$ cat config.mk
export PLATFORM = sky130hd
export DESIGN_NAME = control_sequencer
export DESIGN_NICKNAME = d
export VERILOG_FILES = /design/src/rtl/control_sequencer.sv
export SDC_FILE = /design/constraint.sdc
export NUM_CORES = 1
export LEC_CHECK = 0
export CORE_UTILIZATION = 40
export CTS_CLUSTER_DIAMETER = 120
export DETAILED_ROUTE_END_ITERATION = 16
export DONT_BUFFER_PORTS = 1
export SLEW_MARGIN = 5
export SYNTH_ARGS = -nofsm -noshare
export SYNTH_HDL_FRONTEND = slang
export SYNTH_SLANG_ARGS = --single-unit
export TNS_END_PERCENT = 50
$ cat constraint.sdc
create_clock -name Clk -period 3.4 [get_ports Clk]
set_input_delay 1.02 -clock Clk [delete_from_list [all_inputs] [get_ports Clk]]
set_output_delay 1.02 -clock Clk [all_outputs]
set_load 0.005 [all_outputs]
$ cat src/rtl/control_sequencer.sv
// Microprogrammed next-state sequencer for the multicycle MIPS control unit.
// Optional memory-timeout trap is enabled by defining MOC_TIMEOUT_EN.
module control_sequencer #(
  parameter int unsigned STATE_W        = 7,
  parameter int unsigned FETCH_STATE    = 1,
  parameter int unsigned TRAP_STATE     = 127,
  parameter int unsigned TIMEOUT_CYCLES = 16
) (
  input  logic               Clk,
  input  logic               Reset_n,
  input  logic [STATE_W-1:0] State_Sel,
  input  logic [2:0]         Ns_Mode,
  input  logic [1:0]         Cond_Sel,
  input  logic               Inv,
  input  logic [STATE_W-1:0] CR_Addr,
  input  logic               MOC,
  input  logic               Cond,
  output logic [STATE_W-1:0] State,
  output logic               Stall,
  output logic               Dispatch_Invalid,
  output logic               Timeout
);

  localparam int unsigned CNT_W = 8;

  localparam logic [2:0] NS_INCR     = 3'b000;
  localparam logic [2:0] NS_DISPATCH = 3'b001;
  localparam logic [2:0] NS_JUMP     = 3'b010;
  localparam logic [2:0] NS_BRANCH   = 3'b011;
  localparam logic [2:0] NS_WAIT     = 3'b100;
  localparam logic [2:0] NS_FETCH    = 3'b101;

  localparam logic [1:0] CS_MOC  = 2'b00;
  localparam logic [1:0] CS_COND = 2'b01;
  localparam logic [1:0] CS_ONE  = 2'b10;

  logic [STATE_W-1:0] state_q, state_d;
  logic [STATE_W-1:0] state_inc;
  logic               cond_raw;
  logic               cond_eff;
  logic               stall_c;
  logic               dispatch_invalid_c;
  logic [STATE_W-1:0] seq_next;

  assign state_inc = STATE_W'(state_q + STATE_W'(1));

  // Condition source select, optionally inverted.
  always_comb begin
    cond_raw = 1'b0;
    case (Cond_Sel)
      CS_MOC:  cond_raw = MOC;
      CS_COND: cond_raw = Cond;
      CS_ONE:  cond_raw = 1'b1;
      default: cond_raw = 1'b0;
    endcase
    cond_eff = cond_raw ^ Inv;
  end

  // Next state chosen by the microstore mode field; no timeout considered here.
  always_comb begin
    seq_next           = '0;
    stall_c            = 1'b0;
    dispatch_invalid_c = 1'b0;
    case (Ns_Mode)
      NS_INCR: seq_next = state_inc;
      NS_DISPATCH: begin
        // An unrecognised opcode (encoder returns 0) restarts from state 0.
        seq_next           = State_Sel;
        dispatch_invalid_c = (State_Sel == '0);
      end
      NS_JUMP:   seq_next = CR_Addr;
      NS_BRANCH: seq_next = cond_eff ? CR_Addr : state_inc;
      NS_WAIT: begin
        seq_next = cond_eff ? state_inc : state_q;
        stall_c  = ~cond_eff;
      end
      NS_FETCH: seq_next = STATE_W'(FETCH_STATE);
      default:  seq_next = '0;
    endcase
  end

`ifdef MOC_TIMEOUT_EN
  logic [CNT_W-1:0] stall_cnt_q, stall_cnt_d;
  logic             timeout_q, timeout_d;
  logic             expire_c;

  // Completion in the expiring cycle drops Stall, so it naturally beats the trap.
  assign expire_c = stall_c && (stall_cnt_q == CNT_W'(TIMEOUT_CYCLES - 1));

  always_comb begin
    state_d     = seq_next;
    timeout_d   = 1'b0;
    stall_cnt_d = '0;
    if (expire_c) begin
      state_d   = STATE_W'(TRAP_STATE);
      timeout_d = 1'b1;
    end else if (stall_c) begin
      stall_cnt_d = CNT_W'(stall_cnt_q + CNT_W'(1));
    end
  end

  always_ff @(posedge Clk or negedge Reset_n) begin
    if (!Reset_n) begin
      stall_cnt_q <= '0;
      timeout_q   <= 1'b0;
    end else begin
      stall_cnt_q <= stall_cnt_d;
      timeout_q   <= timeout_d;
    end
  end

  assign Timeout = timeout_q;
`else
  logic unused_timeout_cfg;

  always_comb begin
    state_d = seq_next;
  end

  assign unused_timeout_cfg = ^{TRAP_STATE, TIMEOUT_CYCLES, CNT_W};
  assign Timeout            = 1'b0;
`endif

  always_ff @(posedge Clk or negedge Reset_n) begin
    if (!Reset_n) begin
      state_q <= '0;
    end else begin
      state_q <= state_d;
    end
  end

  assign State            = state_q;
  assign Stall            = stall_c;
  assign Dispatch_Invalid = dispatch_invalid_c;

endmodule

==> results.md, run 1 <==
- Via count: about 950
- Share of power burned in registers: about two fifths
- Clock Power Share: 27.3%
- Layout area overhead: 4.33%
- Gr ovfl total: 0
- Die height: 48.6 um
- Yosys warns: 0
- Reg clk slew, reported paths: ~0.05 ns
- Largest net degree at the start of global routing: 18
- Synth top area cells: dfrtp_1, nand2_1, a21oi_1
- Core Footprint: 0.00200 mm^2
- CTS tree: yes
- Total track usage: 22.0%
- Dpl ws: approximately 0.50 ns
- DR WL met3: about 250 um
- Drt initial violations: 60
- Switching Fraction: between 30% and 40%
- Met1 wire length: 1060 um
- FF-to-FF path depth: 6
- Post-synth top area cell: dfrtp_1
- CP required: between 2 and 2.5 ns
- Non-filler instance count after layout: 142
- CTS Buf Count: 3
- RR Startpoint: State[0]$_DFFE_PN0N_
- Post-Syn Instances: between 100 and 150
- GP Congestion: 0.890
- Setup bufs post-CTS: 0
- R2R setup slack: 1.66 ns
- Cts hold-fix bufs: 0
- Comb power frac: between 30% and 40%
- Synth cell types: 45
- Die width: slightly below 50 um
- Worst setup path category: primary input to primary output
- Crit path arrival time: about 1.9 ns
- WL final: 2400 um
- Initial antenna violation count: 0
- Sum Neg Setup Slack: 0 ns
- Seq cells post-synth: 7
- Vias in the first global route: around 870
- Ant diodes: 0
- Sink Count: 7
- Via-to-Cell Ratio: 6.72
- CTS max path bufs: 2
- Routed Antenna Nets: 0
- Worst Max-Slew Pin Slew: 0.766 ns
- Worst vdd ir: 257 uV
- Cell row count: 16
- Inst Count DP: around 140
- Fmax: approximately 340 MHz
- Endpoints failing hold: 0
- Sw power: roughly 0.1 mW
- Leakage: 0.331 nW
- Syn avg cell area: 7.41 um^2
- Final Cell Area: roughly 900 um^2
- Area after DPL: ~880 um^2
- Drt first pass iters: 4
- Design Power: about 0.27 mW
- Clock Root Buffer: clkbuf_4
- Filler cells: between 200 and 250
- CP startpoint: Cond_Sel[1]
- DRC errors left: 0
- Final worst slack: 0.499 ns
- Outcome: finished clean
- Layout cells sized above 1: 9.57%
- Max Cap Viol: 0
- Max reg flops: 7
- Initial Utilization: ~43%
- Total Die Area: roughly 0.0024 mm^2
- Int Power: 0.176 mW
- Worst Skew: between 0.001 and 0.0015 ns
- Final period utilization: roughly 85%
- Rel. slew slack: between 40 and 50%
- CP Capture Point: Stall
- Setup crit end kind: primary output
- PortBufs: 0
- Seq/Total Area, Yosys: roughly 20%
- Syn_nets: about 140
- Post-CTS resize count: 0
- # nets final: approximately 140
- Clock insertion delay at the later pin of the skew report: 0.25 ns
- Most common cell after layout, fill and taps aside: nand2_1
- # IOs: 34
- Synthesized area: ~870 um^2
- Share of the synthesized area in the top cell type: between 20% and 30%
- Detail Placement HPWL: between 1500 and 2000 um
- Most frequent cells in the layout: nand2_1, nor2_1, a21oi_1
- RSZ-0062 raised after global routing: no
- Final core occ: 45.2%
- Crit path max fanout: 7
- Global-route wire length before repair: 3970 um
- PwrDens: 303 mW/mm^2
- WHS: approximately 0.46 ns
- Fin crit period: 2.90 ns
- Hold Path Class: primary input to async pin
- Worst R2R End: State[4]$_DFFE_PN0N_
- Final setup viols: 0
- H-tree lvl count: 1
- Critical path startpoint category: primary input
- Max Slew Vio Count: 0
- WL/cell: ~17 um
- WL met2: 1050 um
- Highest metal used: met4
[layout make-up]
class                   instances  area [um^2]  area share, %
clock buffers                   3         22.5           2.49
repair buffers                  1         7.51          0.830
well taps                      27         33.8           3.73
flip-flops and latches          7          175           19.4
inverters                       4         15.0           1.66
clock inverters                 1         5.00          0.553
multi-input cells              99          646           71.4
[power by group through the flow]
stage | Combinational (mW) | Clock [mW] | Sequential, mW
2_1_floorplan | 0.0748 | 0 | 0.109
3_3_place_gp | 0.0823 | 0 | 0.114
3_5_place_dp | 0.0825 | 0 | 0.114
4_1_cts | 0.0833 | 0.0761 | 0.113
5_1_grt | 0.0933 | 0.0816 | 0.116
6_report | 0.0855 | 0.0747 | 0.114
[cells by family (layout without fill, tap and decap cells)]
logic type,after synthesis,count (layout),share of synthesized area (%)
AND/OR/NAND/NOR,50,50,29.3
AO/OA/AOI/OAI,42,42,37.1
buffers and inverters,11,9,5.34
flip-flops,7,7,20.2
multiplexers,3,3,4.18
XOR/XNOR,2,2,2.02
adder cells (fa/ha/maj),1,1,1.44
other,1,1,0.432
[routing by layer]
layer / track usage, % / vias to the layer above
li1: - / 440
met1: 28.6 / 461
met2: 33.1 / 47
met3: 7.86 / 6
met4: 8.33 / 0
met5: 0 / -
[cells in the mapped netlist, drive strengths merged]
| cell | n |
|---|---|
| nand3 | 7 |
| o211ai | 2 |
| nor2 | 8 |
| a32oi | 2 |
| a22oi | 3 |
| inv | 4 |
| nand2b | 6 |
| nor3 | 4 |
| dfrtp | 7 |
| a32o | 1 |
| clkbuf | 5 |
| o32ai | 2 |
| nor2b | 3 |
| a311o | 2 |
| a211o | 1 |
| and2b | 1 |
| a221oi | 1 |
| or4 | 2 |
| a221o | 1 |
| mux2i | 1 |
| nand2 | 13 |
| nand4 | 1 |
| a21oi | 10 |
| o221ai | 2 |
| a311oi | 1 |
| conb | 1 |
| xnor2 | 1 |
| and2 | 1 |
| xor2 | 1 |
| a211oi | 2 |
| and3 | 2 |
| a31oi | 1 |
| ha | 1 |
| o21ai | 7 |
| nor4 | 2 |
| buf | 2 |
| mux2 | 2 |
| o21a | 4 |
[worst min-delay path by stage]
stage	slack, ns	cells past startpoint	end
3_5_place_dp	0.59	2	State[6]$_DFFE_PN0N_
3_3_place_gp	0.60	2	State[6]$_DFFE_PN0N_
4_1_cts	0.45	0	State[5]$_DFFE_PN0N_
6_report	0.46	0	State[0]$_DFFE_PN0N_
2_1_floorplan	0.54	2	State[6]$_DFFE_PN0N_
5_1_grt	0.44	0	State[6]$_DFFE_PN0N_
[worst max-delay path: stages]
cell	delay, ns
or4_4	0.52
o21a_4	0.17
a21oi_2	0.17
Power figures use the tool's default switching activity.
==> inputs of run 2 (changes only) <==
--- a/config.mk
+++ b/config.mk
@@ -9,6 +9,7 @@
 export CTS_CLUSTER_DIAMETER = 120
 export DETAILED_ROUTE_END_ITERATION = 16
 export DONT_BUFFER_PORTS = 1
+export HOLD_SLACK_MARGIN = 0.15
 export SLEW_MARGIN = 5
 export SYNTH_ARGS = -nofsm -noshare
 export SYNTH_HDL_FRONTEND = slang
==> results of run 2 <==
Same layout as run 1: the final DEF is identical, and so are final timing and power.
==> inputs of run 3 (changes only) <==
--- a/config.mk
+++ b/config.mk
@@ -5,7 +5,9 @@
 export SDC_FILE = /design/constraint.sdc
 export NUM_CORES = 1
 export LEC_CHECK = 0
-export CORE_UTILIZATION = 40
+export CORE_ASPECT_RATIO = 1.75
+export CORE_UTILIZATION = 35
+export CTS_BUF_LIST = sky130_fd_sc_hd__clkbuf_4 sky130_fd_sc_hd__clkbuf_8
 export CTS_CLUSTER_DIAMETER = 120
 export DETAILED_ROUTE_END_ITERATION = 16
 export DONT_BUFFER_PORTS = 1
==> run 3 against run 2 <==
Effect of this change: sequential cell count is the same; global-route usage is 2.0 points higher; clock power increased by 85%; largest power group is now the clock network; die area rose by 14%.
==> results.md, run 3 (synthesis results as in run 1) <==
- Cts hold-fix bufs: 0 (unchanged)
- Met1 usage: 23.1% (-5.5 points)
- Initial antenna violation count: 0 (unchanged)
- Total Die Area: 0.00269 mm^2 (+14%)
- Endpoints failing hold: 0 (unchanged)
- Setup bufs post-CTS: 0 (unchanged)
- Layout cells sized above 1: 9.57% (unchanged)
- Fin crit period: 2.92 ns (+0.0225 ns)
- Via-to-Cell Ratio: 6.89 (+2.5%)
- Worst R2R End: State[6]$_DFFE_PN0N_
- Crit path arrival time: 1.90 ns (+0.02 ns)
- Initial Utilization: 37.7% (-5.6 points)
- Total track usage: 24.0% (+2.0 points)
- RR Startpoint: State[0]$_DFFE_PN0N_
- H-tree lvl count: 1 (unchanged)
- Critical path startpoint category: primary input
- CP startpoint: Cond_Sel[1]
- Vias in the first global route: 959 (+11%)
- # nets final: 141 (unchanged)
- GP Congestion: 0.895 (+0.60%)
- Worst Skew: 0.00468 ns (+0.00343 ns)
- Max reg flops: 7 (unchanged)
- Detail Placement HPWL: 2210 um (+22%)
- Reg clk slew, reported paths: 0.05 ns (about the same)
- PortBufs: 0 (unchanged)
- WL/cell: 20.1 um (+19%)
- Max Cap Viol: 0 (unchanged)
- CP required: 2.38 ns (about the same)
- Fmax: 342 MHz (-0.77%)
- Cell row count: 23 (+7)
- Ant diodes: 0 (unchanged)
- RSZ-0062 raised after global routing: no
- Final period utilization: 86.0% (+0.66 points)
- Crit path max fanout: 7 (unchanged)
- FF-to-FF path depth: 6 (unchanged)
- Worst vdd ir: 207 uV (-19%)
- GR met3 Demand/Resource: 4.55% (-3.3 points)
- Hold Path Class: primary input to async pin
- Routed Antenna Nets: 0 (unchanged)
- Worst setup path category: primary input to primary output
- Most common cell after layout, fill and taps aside: nand2_1
- Filler cells: 252 (+19%)
- CTS tree: yes
- Rel. slew slack: 44.6% (-4.2 points)
- Drt initial violations: 42 (-30%)
- Most Crowded Layer GR: met2
- Outcome: finished clean
- Clock Power Share: 40.8% (+13 points)
- Worst Max-Slew Pin Slew: 0.829 ns (+0.0625 ns)
- Sum Neg Setup Slack: 0 ns (unchanged)
- Post-CTS resize count: 0 (unchanged)
- Leakage: 0.339 nW (+2.6%)
- Met2 Track Usage GR: 43.9% (+11 points)
- Switching Fraction: 33.8% (-2.1 points)
- Largest net degree at the start of global routing: 18 (unchanged)
- Drt first pass iters: 4 (unchanged)
- CTS Buf Count: 3 (unchanged)
- Via count: 964 (+1.0%)
- Sink Count: 7 (unchanged)
- Share of power burned in registers: 33.5% (-8.0 points)
- Setup crit end kind: primary output
- Die width: 39.6 um (-18%)
- # IOs: 34 (unchanged)
- Final core occ: 40.1% (-5.1 points)
- Most frequent cells in the layout: nand2_1, nor2_1, a21oi_1
- Max Slew Vio Count: 0 (unchanged)
- Sw power: 0.114 mW (+16%)
- Clock Root Buffer: clkbuf_8
- PwrDens: 365 mW/mm^2 (+21%)
- CTS max path bufs: 2 (unchanged)
- WL final: 2820 um (+18%)
- Core Footprint: 0.00230 mm^2 (+15%)
- DRC errors left: 0 (unchanged)
- Int Power: 0.223 mW (+27%)
- Die height: 67.8 um (+40%)
- Global-route wire length before repair: 4400 um (+11%)
- Design Power: 0.337 mW (+23%)
- R2R setup slack: 1.69 ns (+0.03 ns)
- Comb power frac: 25.6% (-5.6 points)
- Gr ovfl total: 0 (unchanged)
- Clock insertion delay at the later pin of the skew report: 0.24 ns (about the same)
- Layout area overhead: 6.49%
- Final setup viols: 0 (unchanged)
- CP Capture Point: Stall
==> run 3: cell types whose count changed in the layout (fill, tap and decap cells not counted) <==
| cell | before | now |
|---|---|---|
| clkinv_2 | 1 | 0 |
| clkbuf_4 | 3 | 1 |
| clkbuf_8 | 0 | 3 |
==> run 3: routing by layer <==
layer / part of all wire (%) / up-vias
met5: 0 / -
met4: 4.0 / 0
met3: 5.8 / 10
met2: 56 / 35
met1: 34 / 482
li1: - / 437
==> run 3: worst min path at each step <==
stage | to | cells after the start
global route | State[3]$_DFFE_PN0N_ | 0
CTS | State[3]$_DFFE_PN0N_ | 0
global placement | State[6]$_DFFE_PN0N_ | 2
detailed placement | State[6]$_DFFE_PN0N_ | 2
floorplan | State[6]$_DFFE_PN0N_ | 2
finish | State[2]$_DFFE_PN0N_ | 0
==> run 3: cell type report <==
type	instances	area [um^2]	share of cell area, %
Sequential cell	7	175	19.0
Timing Repair Buffer	1	7.51	0.813
Multi-Input combinational cell	99	646	69.9
Clock buffer	4	48.8	5.28
Tap cell	25	31.3	3.39
Inverter	4	15.0	1.63
==> run 3: power by group through the flow <==
stage                     clock network [mW]  logic, mW  registers, mW
after floorplan                            0     0.0748          0.109
after global placement                     0     0.0820          0.114
after detailed placement                   0     0.0850          0.114
after CTS                              0.136     0.0852          0.113
after global routing                   0.139     0.0946          0.115
final                                  0.138     0.0863          0.113
==> run 3: worst max-delay path, cell delays in order <==
cell     delay, ns
or4_4         0.53
o21a_4        0.17
a21oi_2       0.19
==> run 3: per-stage QoR <==
step                worst slack [ns]  hold WS (ns)  instance area, um^2  instances
floorplan                      0.431         0.542                  867        117
global route                   0.460         0.474                  923        140
detailed placement             0.483         0.587                  875        136
CTS                            0.482         0.476                  923        140
global placement               0.493         0.578                  875        136
finish                         0.476         0.471                  923        140
